**src/rtl/shift_sched_pkg.sv**
```systemverilog
// Shared types and constants for the shift scheduler.
//   state_t     : scheduler FSM states
//   client_id_t : requester index (two clients)
//   DONE_W      : width of the completed-response counter
package shift_sched_pkg;

  typedef enum logic [1:0] {IDLE, SHIFT, RESP} state_t;

  typedef logic client_id_t;

  localparam int DONE_W = 8;

endpackage

```
**src/rtl/rr_arb2.sv**
```systemverilog
// Combinational two-way round-robin arbiter. Holds the priority rule only;
// the pointer itself is stored by the caller.
//   req[1:0] : per-client request
//   ptr      : favoured client when both request
//   gnt[1:0] : one-hot grant, all zero when nothing requests
module rr_arb2
  import shift_sched_pkg::*;
(
  input  logic [1:0] req,
  input  client_id_t ptr,
  output logic [1:0] gnt
);

  // A lone requester wins regardless of ptr; ptr only breaks ties.
  assign gnt[0] = req[0] & (~req[1] | ~ptr);
  assign gnt[1] = req[1] & (~req[0] |  ptr);

endmodule

```
**src/rtl/shift_scheduler.sv**
```systemverilog
// Round-robin scheduler sharing one logical-left-shift stage between two
// clients. One request is in flight at a time: IDLE accepts, SHIFT computes
// into the response registers, RESP holds the result until consumed.
//   clk, rst             : clock, synchronous active-high reset
//   req_valid/req_ready  : per-client request handshake
//   req_a0/1, req_s0/1   : per-client operand and shift amount
//   rsp_valid/rsp_ready  : response handshake
//   rsp_y, rsp_id        : shifted result and issuing client
//   done_count           : completed responses, wraps at 256
//   busy                 : high whenever not IDLE
module shift_scheduler
  import shift_sched_pkg::*;
#(
  parameter int N = 6,
  parameter int S = 3
) (
  input  logic              clk,
  input  logic              rst,
  input  logic [1:0]        req_valid,
  output logic [1:0]        req_ready,
  input  logic [N-1:0]      req_a0,
  input  logic [N-1:0]      req_a1,
  input  logic [S-1:0]      req_s0,
  input  logic [S-1:0]      req_s1,
  output logic              rsp_valid,
  input  logic              rsp_ready,
  output logic [N-1:0]      rsp_y,
  output client_id_t        rsp_id,
  output logic [DONE_W-1:0] done_count,
  output logic              busy
);

  state_t     state, state_n;
  client_id_t ptr;
  logic [1:0] gnt;
  logic       accept;

  logic [N-1:0] a_q;
  logic [S-1:0] s_q;
  client_id_t   id_q;

  rr_arb2 u_arb (
    .req (req_valid),
    .ptr (ptr),
    .gnt (gnt)
  );

  always_ff @(posedge clk) begin
    if (rst) state <= IDLE;
    else     state <= state_n;
  end

  // req_ready only depends on state, req_valid and ptr, never on rsp_ready.
  always_comb begin
    state_n   = state;
    req_ready = '0;
    accept    = 1'b0;
    case (state)
      IDLE: begin
        if (!rst) req_ready = gnt;
        accept = |(req_valid & req_ready);
        if (accept) state_n = SHIFT;
      end
      SHIFT: state_n = RESP;
      RESP:  if (rsp_ready) state_n = IDLE;
      default: state_n = IDLE;
    endcase
  end

  assign busy = (state != IDLE);

  always_ff @(posedge clk) begin
    if (rst) begin
      ptr        <= 1'b0;
      a_q        <= '0;
      s_q        <= '0;
      id_q       <= 1'b0;
      rsp_valid  <= 1'b0;
      rsp_y      <= '0;
      rsp_id     <= 1'b0;
      done_count <= '0;
    end else begin
      case (state)
        IDLE: begin
          if (accept) begin
            a_q  <= gnt[1] ? req_a1 : req_a0;
            s_q  <= gnt[1] ? req_s1 : req_s0;
            id_q <= client_id_t'(gnt[1]);
          end
        end
        SHIFT: begin
          // Amounts of N or more push every bit out.
          rsp_y     <= (32'(s_q) >= N) ? '0 : (a_q << s_q);
          rsp_id    <= id_q;
          rsp_valid <= 1'b1;
        end
        RESP: begin
          if (rsp_ready) begin
            rsp_valid  <= 1'b0;
            ptr        <= ~rsp_id;
            done_count <= done_count + DONE_W'(1);
          end
        end
        default: ;
      endcase
    end
  end

endmodule
```
**config.mk**
```make
export PLATFORM = sky130hd
export DESIGN_NAME = shift_scheduler
export DESIGN_NICKNAME = d
export VERILOG_FILES = /design/src/rtl/shift_sched_pkg.sv /design/src/rtl/rr_arb2.sv /design/src/rtl/shift_scheduler.sv
export SDC_FILE = /design/constraint.sdc
export NUM_CORES = 1
export LEC_CHECK = 0
export ABC_CLOCK_PERIOD_IN_PS = 1500
export CAP_MARGIN = 25
export CORE_MARGIN = 5
export CORE_UTILIZATION = 35
export DETAILED_ROUTE_END_ITERATION = 16
export GPL_ROUTABILITY_DRIVEN = 1
export PLACE_DENSITY_LB_ADDON = 0.15
export SLEW_MARGIN = 20
export SYNTH_ARGS = -nofsm -noshare
export SYNTH_HDL_FRONTEND = slang
export SYNTH_HIERARCHICAL = 1
export SYNTH_SLANG_ARGS = --single-unit
```
**constraint.sdc**
```tcl
create_clock -name clk -period 1.5 [get_ports clk]
set_clock_uncertainty 0.2 [all_clocks]
set_input_delay 0.3 -clock clk [delete_from_list [all_inputs] [get_ports clk]]
set_output_delay 0.3 -clock clk [all_outputs]
set_load 0.02 [all_outputs]
```
==> impl_metrics.yaml <==
floorplan:
  ios: 42
  die-area_mm2: 0.005410
  core_mm2: 0.003971
  initial_core_util_pct: 35.60
  dieHeight_um: 73.56
  rows: 23
  die_w_um: 73.56
synthesis:
  ys_top_cells_by_count: "dfxtp_1 (29), nor2_1 (24), mux2i_1 (15)"
  synthSimpleGateAreaFrac_pct: 21.42
  synth_edf_count: 0
  ys_types: 43
  synthFlopType: "dfxtp_1"
  syn_inst: 153
  yosysTopAreaCell: "dfxtp_1"
  avgSynthCellArea_um2: 9.241
  netlist_area_mm2: 0.001414
  synth-adder-area-share_pct: 0.8850
  synth-seq-cells: 29
  ys_seq_area_share_pct: 41.06
  synth-xor-area-share_pct: 3.717
  synth_compound_area_share_pct: 13.89
  synth_top_family_by_area: "simple AND/OR/NAND/NOR gates"
  async_flop_share_pct: 0
  yosysWarnings: 6
  synth_most_common_cell: "dfxtp_1"
  netlist.area_leader.share_pct: 41.06
  yosys-top-cells-area: "dfxtp_1 (41%), mux2i_1 (11%), nor2_1 (6.4%), a211oi_1 (4.8%), a21oi_1 (2.8%)"
  muxShareOfSynthArea_pct: 13.01
  syn_nets: 177
clocking:
  htreeDepth: 2
  clkTransAtPathRegs_ns: 0.06
  clockBufferDepth: 2
  worstSkewPairLatency_ns: 0.28
  tritoncts: "done"
  cts_made_buffers: 5
  root_buffer: "clkbuf_8"
  cts_sinks: 29
setup_path:
  path_class: "reg2reg"
  critPathRequiredTime_ns: 1.50
  crit_slowest_cell: "dfxtp_2"
  critPathArrivalTime_ns: 1.69
  r2r_start: "ptr$_SDFFE_PP0P_"
  critPathMaxFanout: 7
  crit_start: "ptr$_SDFFE_PP0P_"
  critPathMaxStageDelay_ns: 0.36
  startpoint_type: "flop"
  worstPathCellList: "a21boi_2 > buf_4 > a22oi_2 > nor2_8 > buf_8 > buf_12 > a211oi_4"
  endpoint_kind: "flop"
final_layout:
  nNetsFinal: 248
  drive_gt1_share_pct: 39.01
  ff_latch_area_um2: 590.6
  multi_input_area_um2: 913.4
  n_fill_cell: 358
  antenna_cells: 0
  finalInstanceArea_mm2: 0.002354
  final_cells: 273
  syn2layout_area_growth_pct: 66.46
power:
  p_leak_nw: 0.9716
  peakVddDrop_mv: 0.4074
  p_per_area_mw_per_mm2: 834.9
global_route:
  grt_pass1_vias: 1365
  antenna_found_initial: 0
  grt_max_degree: 30
  grt_pass1_wl_mm: 6.423
  grt_use_total_pct: 15.51
  overflow: 0
detailed_routing:
  drt-met1-wl_mm: 1.605
  viasPerCell: 4.945
  met2_length_mm: 1.975
  wl_per_cell_um: 14.22
  ant_nets: 0
  top_layer_used: "met4"
  routed_wl_mm: 3.882
  firstDrtPassIters: 4
  dr_total_vias: 1350
  drc: 0
  drt_iter0_drc: 83
  wl_met3_um: 226
status:
  status: "finished, violations left"
  violations: "negative setup slack"
place:
  dp_hpwl_mm: 2.501
  port_buffers: 41
  post-place-ws_ns: -0.7595
  placedCellCount: 257
  placed_area_mm2: 0.002016
  place.gp.congestion: 0.7240
timing:
  max-slew-margin-rel_pct: 73.57
  maxSlewViolCount: 0
  setup_violations: 13
  rsz0062_at_grt: "yes"
  worst_slack_ns: -0.1965
  min_period_ns: 1.696
  fmax_mhz: 589.5
  max_slew.worst_pin.slew_ns: 0.3965
  min_period_over_period_pct: 113.1
  hold_violations: 0
  finalSetupTns_ns: -1.923
run:
  drv_cap: 0
hold_path:
  hold_path.class: "in2reg"
  worstHoldStart: "rsp_ready"
worst max-delay path: cells and delay by family, from the launching register on:
kind,cells,cell delay (ns)
AOI/OAI and AO/OA,3,0.57
buffers and inverters,3,0.42
DFF,1,0.36
and+or+nand+nor,1,0.06
power by group:
group	internal (mW)	switching, mW
registers	0.814	0.0437
clock network	0.304	0.282
logic	0.284	0.237
total	1.40	0.563
placed cells by master (no fill, tap or decap), drive strengths merged, types with 2 or more instances in the layout:
| cell type | netlist | routed |
|---|---|---|
| inv | 2 | 2 |
| xor2 | 3 | 3 |
| clkdlybuf4s50 | 0 | 19 |
| nand2 | 9 | 9 |
| clkbuf | 5 | 5 |
| buf | 7 | 38 |
| a211oi | 10 | 10 |
| and2 | 2 | 2 |
| a21boi | 2 | 2 |
| nand3b | 2 | 2 |
| mux2i | 15 | 15 |
| nand4 | 3 | 3 |
| nor3 | 4 | 4 |
| a21oi | 8 | 8 |
| nor2 | 26 | 26 |
| xnor2 | 3 | 3 |
| dfxtp | 29 | 29 |
| or3b | 2 | 2 |
| a22oi | 3 | 3 |
| dlygate4sd2 | 0 | 17 |
| o21ai | 3 | 3 |
metal layers:
layer  track usage, %  vias to the layer above
met3            5.609                        8
met5                0                        -
met1            18.29                      626
met4            6.640                        0
li1                 -                      681
met2            25.20                       35
sequential cells by signal, summed over array words and instances, names as in the netlist:
signal / count
rsp_id: 1
done_count: 8
s_q: 3
rsp_y: 6
id_q: 1
state: 2
rsp_valid: 1
a_q: 6
ptr: 1
cells by family (layout without fill, tap and decap cells):
group / Yosys count / after routing
AO/OA/AOI/OAI: 28 / 28
XOR/XNOR: 6 / 6
adder cells (fa/ha/maj): 1 / 1
buffers and inverters: 14 / 84
flip-flops: 29 / 29
multiplexers: 17 / 17
AND/OR/NAND/NOR: 58 / 58
worst paths after layout:
path              cells after the start  slack, ns               endpoint
setup reg to reg                      7      -0.20    a_q[1]$_SDFFE_PP0P_
hold reg to reg                       2       0.27    rsp_id$_SDFFE_PP0P_
setup / recovery                      7      -0.20    a_q[1]$_SDFFE_PP0P_
hold / removal                        3       0.17  state[1]$_SDFFE_PP0P_
through the flow:
stage | hold slack (ns) | power (mW) | utilization, %
2_1_floorplan | 0.2312 | 1.088 | -
3_3_place_gp | 0.2465 | 1.237 | 50.76
3_5_place_dp | 0.2716 | 1.244 | 50.76
4_1_cts | 0.2829 | 1.914 | 56.71
5_1_grt | 0.1747 | 2.072 | 59.26
6_report | 0.1690 | 1.965 | 59.26
final cells by class:
type	instances	share of cell area [%]
Inverter	2	0.3190
Tap cell	50	2.658
Clock inverter	1	0.2127
Timing Repair Buffer	76	29.98
Multi-Input combinational cell	110	38.81
Clock buffer	5	2.924
Sequential cell	29	25.09
repair_timing:
action | CTS | global route
gates resized for setup | 68 | 26
buffers inserted | 9 | 1
setup endpoints to repair | 31 | 21
endpoints found under the hold margin | 0 | 0
pin swaps | 7 | 18
hold buffers | 0 | 0
No activity file was read; power rests on OpenSTA's default activity.
